## config.mk

```make
export PLATFORM = sky130hd
export DESIGN_NAME = fib_term_fifo_flat
export DESIGN_NICKNAME = d
export VERILOG_FILES = /design/src/rtl/fib_term_fifo_if.sv /design/src/rtl/fib_term_fifo.sv /design/src/flat_wrapper.sv
export SDC_FILE = /design/constraint.sdc
export NUM_CORES = 1
export LEC_CHECK = 0
export ABC_AREA = 1
export CORE_MARGIN = 2
export CORE_UTILIZATION = 60
export DETAILED_ROUTE_END_ITERATION = 8
export MAX_ROUTING_LAYER = met4
export PLACE_DENSITY = 0.8
export SETUP_SLACK_MARGIN = 0.2
export SLEW_MARGIN = 20
export SYNTH_ARGS = -nofsm -noshare
export SYNTH_HDL_FRONTEND = slang
export SYNTH_SLANG_ARGS = --single-unit
export TNS_END_PERCENT = 5
```

## constraint.sdc

```tcl
create_clock -name clk -period 12.35 [get_ports clk]
set_clock_uncertainty 0.1 [all_clocks]
set_input_delay 2.47 -clock clk [delete_from_list [all_inputs] [get_ports clk]]
set_output_delay 2.47 -clock clk [all_outputs]
set_load 0.05 [all_outputs]
```

## src/rtl/fib_term_fifo_if.sv

```systemverilog
// fib_term_fifo_if: valid/ready bus for terms entering and indexed terms leaving fib_term_fifo (master = generator/consumer side, slave = buffer)
interface fib_term_fifo_if #(parameter int WIDTH = 64);
  logic in_valid;
  logic [WIDTH-1:0] in_data;
  logic in_ready;
  logic out_valid;
  logic [WIDTH-1:0] out_data;
  logic [31:0] out_index;
  logic out_ready;
  modport master(output in_valid, in_data, out_ready, input in_ready, out_valid, out_data, out_index);
  modport slave(input in_valid, in_data, out_ready, output in_ready, out_valid, out_data, out_index);
endinterface

```

## src/rtl/fib_term_fifo.sv

```systemverilog
// fib_term_fifo: index-tagged Fibonacci term buffer; ports clk, reset (async low), flush, bus (fib_term_fifo_if.slave), level, drop_err, wrap_err; FIB_WRAP_CHECK_EN enables the wrap checker
module fib_term_fifo #(
  parameter int WIDTH = 64,
  parameter int DEPTH = 8
) (
  input  logic clk,
  input  logic reset,
  input  logic flush,
  fib_term_fifo_if.slave bus,
  output logic [$clog2(DEPTH):0] level,
  output logic drop_err,
  output logic wrap_err
);
  localparam int AW = $clog2(DEPTH);
  logic [AW:0] wr_ptr, rd_ptr;
  logic [31:0] push_idx;
  logic [WIDTH+31:0] mem [DEPTH];
  logic full, empty, push, pop;
  assign full = wr_ptr == {~rd_ptr[AW], rd_ptr[AW-1:0]};
  assign empty = wr_ptr == rd_ptr;
  assign push = bus.in_valid && !full && !flush;
  assign pop = bus.out_ready && !empty && !flush;
  assign bus.in_ready = !full;
  assign bus.out_valid = !empty;
  assign {bus.out_index, bus.out_data} = empty ? '0 : mem[rd_ptr[AW-1:0]];
  assign level = wr_ptr - rd_ptr;
  always_ff @(posedge clk or negedge reset)
    if (!reset) begin
      wr_ptr <= '0;
      rd_ptr <= '0;
      push_idx <= '0;
      drop_err <= 1'b0;
    end else if (flush) begin
      wr_ptr <= '0;
      rd_ptr <= '0;
      push_idx <= '0;
      drop_err <= 1'b0;
    end else begin
      if (push) wr_ptr <= wr_ptr + (AW+1)'(1);
      if (pop) rd_ptr <= rd_ptr + (AW+1)'(1);
      if (bus.in_valid) push_idx <= push_idx + 32'd1;
      if (bus.in_valid && full) drop_err <= 1'b1;
    end
  always_ff @(posedge clk)
    if (push) mem[wr_ptr[AW-1:0]] <= {push_idx, bus.in_data};
`ifdef FIB_WRAP_CHECK_EN
  logic [WIDTH-1:0] prev1, prev2, sum;
  logic [1:0] hist;
  assign sum = prev1 + prev2;
  always_ff @(posedge clk or negedge reset)
    if (!reset) begin
      prev1 <= '0;
      prev2 <= '0;
      hist <= '0;
      wrap_err <= 1'b0;
    end else if (flush) begin
      prev1 <= '0;
      prev2 <= '0;
      hist <= '0;
      wrap_err <= 1'b0;
    end else if (bus.in_valid) begin
      if (hist == 2'd2 && (bus.in_data != sum || bus.in_data < prev1)) wrap_err <= 1'b1;
      prev2 <= prev1;
      prev1 <= bus.in_data;
      if (hist != 2'd2) hist <= hist + 2'd1;
    end
`else
  assign wrap_err = 1'b0;
`endif
endmodule

```

## src/flat_wrapper.sv

```systemverilog
// flat-port wrapper written by rule: the top's interface ports become plain ports
module fib_term_fifo_flat 
#(
  parameter int WIDTH = 64,
  parameter int DEPTH = 8
)
  (clk, reset, flush, level, drop_err, wrap_err, bus_in_valid, bus_in_data, bus_out_ready, bus_in_ready, bus_out_valid, bus_out_data, bus_out_index);
  fib_term_fifo_if #(.WIDTH(WIDTH)) bus_i ();
  input  logic clk;
  input  logic reset;
  input  logic flush;
  output logic [$clog2(DEPTH):0] level;
  output logic drop_err;
  output logic wrap_err;
  input wire logic [$bits(bus_i.in_valid)-1:0] bus_in_valid;
  input wire logic [$bits(bus_i.in_data)-1:0] bus_in_data;
  input wire logic [$bits(bus_i.out_ready)-1:0] bus_out_ready;
  output wire logic [$bits(bus_i.in_ready)-1:0] bus_in_ready;
  output wire logic [$bits(bus_i.out_valid)-1:0] bus_out_valid;
  output wire logic [$bits(bus_i.out_data)-1:0] bus_out_data;
  output wire logic [$bits(bus_i.out_index)-1:0] bus_out_index;
  assign bus_i.in_valid = bus_in_valid;
  assign bus_i.in_data = bus_in_data;
  assign bus_i.out_ready = bus_out_ready;
  assign bus_in_ready = bus_i.in_ready;
  assign bus_out_valid = bus_i.out_valid;
  assign bus_out_data = bus_i.out_data;
  assign bus_out_index = bus_i.out_index;
  fib_term_fifo #(.WIDTH(WIDTH), .DEPTH(DEPTH)) u_core (.clk(clk), .reset(reset), .flush(flush), .bus(bus_i), .level(level), .drop_err(drop_err), .wrap_err(wrap_err));
endmodule
```

# Yosys cells after proc, flatten, opt, wreduce, memory -nomap -nowiden
# Memories as Yosys holds them, arrays and structs flattened.
# Index checks and enable logic that the tools add are counted.
[totals]
inputBits = 69
out_inout_bits = 104
ff_bits = 41
memories = 1
mem_bits_rw = 768
word_cells = 35
[memory_table]
columns = ["memory", "depth", "word_bits", "rd", "rd_ports_with_merged_regs", "wr", "line_no", "source"]
rows = [
  ["u_core.mem", 8, 96, 1, 0, 1, "fib_term_fifo.sv:17", "logic [WIDTH+31:0] mem [DEPTH];"],
]
[classes]
n_reduce_logical = 12
n_bitwise = 1
addsub = 4
n_eq_ne = 2
muxes = 11
[op_table]
columns = ["cell", "count"]
rows = [
  ["two-way mux 96 bit", 1],
  ["two-way mux 32 bit", 2],
  ["adder 32 x 1 -> 32 bit (second input constant)", 1],
  ["two-way mux 4 bit", 4],
  ["adder 4 x 1 -> 4 bit (second input constant)", 2],
  ["== test 4 bit", 2],
  ["nonzero test 2 bit", 4],
  ["logical AND 1 bit", 5],
  ["two-way mux 1 bit", 4],
  ["subtractor 4 bit", 1],
  ["logical NOT 1 bit", 3],
  ["inverter 1 bit", 1],
]

# Longest topological paths before layout
[logic_depth]
ltp_word = 7
mapped_depth = 11
ltp_nobuf = 9

# Worst setup path after synthesis
# OpenSTA, ideal clock, no wires.
[synth_path]
path_type = "input to register"
start = "input bus_in_valid"
end = "memory u_core.mem[3][0] in the netlist's numbering (enable)"
arrival_time_ps = 9297
slack_ps = 2284
required_time_ps = 11581
n_path_buf = 0
cell_stages = 4
setup_ps = 669
cell_sequence = "nand2_1 -> nor2_1 -> inv_1 -> nor3_1"
[synth_between]
elab_chain_cells = 4
[synth_lines]
columns = ["element", "line_no", "source"]
rows = [
  ["from (decl)", "flat_wrapper.sv:15", "input wire logic [$bits(bus_i.in_valid)-1:0] bus_in_valid;"],
  ["logical AND 1 bit (2 in a row)", "fib_term_fifo.sv:21", "assign push = bus.in_valid && !full && !flush;"],
  ["two-way mux 1 bit", "fib_term_fifo.sv:45", "if (push) mem[wr_ptr[AW-1:0]] <= {push_idx, bus.in_data};"],
  ["two-way mux 1 bit (implied by the code)", "fib_term_fifo.sv:45", ""],
  ["to (decl)", "fib_term_fifo.sv:17", ""],
]
# Every way passes these cells.

# Worst setup path in the final report
[layout_path]
start = "register u_core.rd_ptr[1]"
end = "output bus_out_data[44]"
[layout_between]
elab_chain_cells = 2
word_cells_on_any_way = 3
classes_between = "eq/ne: 1; mux: 1; memory: 1"
[layout_lines]
columns = ["element", "line_no", "source"]
rows = [
  ["from (decl)", "fib_term_fifo.sv:15", "logic [AW:0] wr_ptr, rd_ptr;"],
  ["from (signal assigned)", "fib_term_fifo.sv:40", "if (pop) rd_ptr <= rd_ptr + (AW+1)'(1);"],
  ["memory read (8 x 96 bit) or == test 4 bit (tied branches)", "n/a", ""],
  ["two-way mux 96 bit *", "fib_term_fifo.sv:25", "assign {bus.out_index, bus.out_data} = empty ? '0 : mem[rd_ptr[AW-1:0]];"],
  ["to (decl)", "flat_wrapper.sv:20", "output wire logic [$bits(bus_i.out_data)-1:0] bus_out_data;"],
]
# Every way passes the cells marked *; elsewhere a longest branch is shown, timed or not.

==> results.toml <==
[outcome]
status = "finished, final reports clean"

[timing]
fmax_mhz = 135
hold_ws_ns = 0.447
setup_viol = 0
maxSlewViolCount = 0
rsz0062_at_grt = "no"
fin_crit_sh_pct = 59.9
layout_min_cycle_time_ns = 7.40
setup_tns_ns = 0
max_slew.worst_pin.slew_ns = 1.32
relSlewSlack_pct = 12.3
hold_violations = 0

[logic_synthesis]
synth-main-ff-cell = "edfxtp_1"
ys_ff_latch = 809
synth-edff-count = 768
yosys_warnings = 0
syn_inst = 2620
syn-num-nets = 2696
synth.yosys.seq_area_share_pct = 74.0
yosysUniqueCellTypes = 35
mappedNetlistArea_um2 = 32600
ys_async_sr_fraction_pct = 5.07
syn_area_per_cell_um2 = 12.4

[floorplan]
die_y_um = 237
die_w_um = 237
rows = 85
start_util_pct = 60.6
fp.dieArea_um2 = 56100
io_pins = 173
core_um2 = 53700

[finish]
drive_gt1_share_pct = 5.72
final_cell_mix = "edfxtp_1, nor2_1, o21ai_0"
final_common_cell = "edfxtp_1"
fin_nets = 2810
postLayoutCellArea_um2 = 37100
fillers = 3491
ff_latch_area_um2 = 24100
area_growth_pct = 14.0
multi_input_area_um2 = 7460
stdcell_count = 3495

[setup_path]
endpoint_kind = "output port"
reg2regPathDepth = 10
path_class = "reg -> out"
required_ns = 9.78
path_max_fanout = 79
cp-start-kind = "register"
worstPathArrival_ns = 4.83

[pwr]
p_sw_uw = 3540
p_sw_share_pct = 39.4
p_seq_share_pct = 34.3
power_leakage_uw = 0.0127
powerDensity_nw_per_um2 = 243
p_int_uw = 5460
combinationalPowerShare_pct = 39.3
clockPowerShare_pct = 26.4
ir_drop_v = 0.000184

[hold_path]
whs_path_depth = 1
hp-class = "reg -> reg"

[route]
vias_per_cell = 6.08
drtIter0Drc = 2784
vias = 21200
wire_per_inst_um = 21.6
wl_um = 75600
ant_nets = 0
drc = 0
dr.pass1.iters = 6

[global_routing]
grt_use_total_pct = 27.6
grt_antenna_before_repair = 2
gr-total-overflow = 0
grt_pass1_wl_um = 115000
grt_pass1_vias = 20400
grt_max_degree = 282

[placed_design]
port_buffers = 171
dp.cells = 3349
place_congestion = 0.851
dp_hpwl_um = 38800
place_area_um2 = 34500

[clock_tree]
htreeDepth = 3
clock-sinks = 809
clk_latency_ns = 0.62
cts_root_buf = "clkbuf_16"
cts_tree = "done"
cts_max_path_buffers = 3
post_cts_resized = 0
postCtsHoldBufs = 0
cts_setup_buffers = 0
clkTransAtPathRegs_ns = 0.06
numCtsBuffers = 78

[run]
max-cap-violations = 0
[cell families (layout without fill, tap and decap cells)]
group           Yosys count  count (layout)  synth area share, %
xor+xnor                  9               9                0.242
simple gates            975             975                 11.6
compound gates          619             619                 10.6
other cells               1               5               0.0115
flops                   809             809                 74.0
buf+inv                 200             375                 3.25
fa+ha+maj                 7               7                0.292
[metal layers]
metal / GRT usage (%) / part of all wire [%]
met1: 37.0 / 40
met2: 44.4 / 50
met3: 3.70 / 8.0
met4: 8.90 / 2.5
met5: - / 0
[power by group through the flow]
| stage | clock network, µW | logic (µW) | registers, µW |
|---|---|---|---|
| 2_1_floorplan | 0 | 2520 | 3110 |
| 3_3_place_gp | 0 | 3440 | 3140 |
| 3_5_place_dp | 0 | 3510 | 3150 |
| 4_1_cts | 2400 | 3530 | 3090 |
| 5_1_grt | 2510 | 3770 | 3100 |
| 6_report | 2380 | 3530 | 3090 |
[cells in the mapped netlist, types with 2 or more instances]
master / count / area, µm²
buf_6: 17 / 191
inv_1: 33 / 124
o21ai_1: 101 / 505
edfxtp_1: 768 / 23100
nand2_1: 179 / 672
nor2_1: 740 / 2780
nand4_1: 5 / 31.3
nor2_2: 4 / 25.0
clkbuf_1: 77 / 289
nand2_2: 2 / 12.5
nor3_1: 5 / 25.0
o22ai_1: 96 / 601
a21oi_1: 23 / 115
nand3_1: 36 / 180
nor3_2: 2 / 20.0
buf_1: 8 / 30.0
xor2_1: 6 / 52.6
buf_8: 2 / 30.0
inv_2: 2 / 7.51
ha_1: 6 / 75.1
o21ai_0: 300 / 1500
buf_4: 26 / 195
o211ai_1: 96 / 721
xnor2_1: 3 / 26.3
dfrtp_1: 41 / 1030
buf_2: 33 / 165
[through the flow]
stage	setup slack, ns	util (%)	total power (µW)
after floorplan	2.28	-	5640
after global placement	5.85	64.3	6580
after detailed placement	5.64	64.3	6650
after CTS	4.94	69.0	9020
after global routing	4.71	69.1	9380
final	4.95	69.1	9000
[area by class of cell]
class | count | share of cell area [%]
well taps | 696 | 2.35
multi-input cells | 1611 | 20.1
inverters | 36 | 0.411
clock buffers | 102 | 5.79
flip-flops and latches | 809 | 64.9
repair buffers | 198 | 5.28
diodes | 4 | 0.0270
clock inverters | 39 | 1.08
[critical path, stage by stage (launching register included)]
cell and delay, ns:
dfrtp_4 0.83, clkinv_2 0.52, ha_1 0.45, inv_1 0.10, nor3_2 0.07, nand2_4 0.21, buf_4 0.77, nand2_1 0.19
nor2_1 0.15, clkdlybuf4s50_1 0.81
[final timing paths]
kind | startpoint | end | slack (ns)
min in group asynchronous | reset | u_core.push_idx[19] | 1.75
min | u_core.drop_err | u_core.drop_err | 0.45
max | u_core.rd_ptr[1] | bus_out_data[44] | 4.95
min reg2reg | u_core.drop_err | u_core.drop_err | 0.45
max reg2reg | u_core.rd_ptr[1] | u_core.mem[4][2] | 7.38
max in group asynchronous | reset | u_core.rd_ptr[1] | 9.96
[sequential cells by signal, indices dropped and copies added, names as in the netlist]
signal	flops
u_core.wr_ptr	4
u_core.push_idx	32
u_core.mem	768
u_core.drop_err	1
u_core.rd_ptr	4
Power figures use the tool's default switching activity.
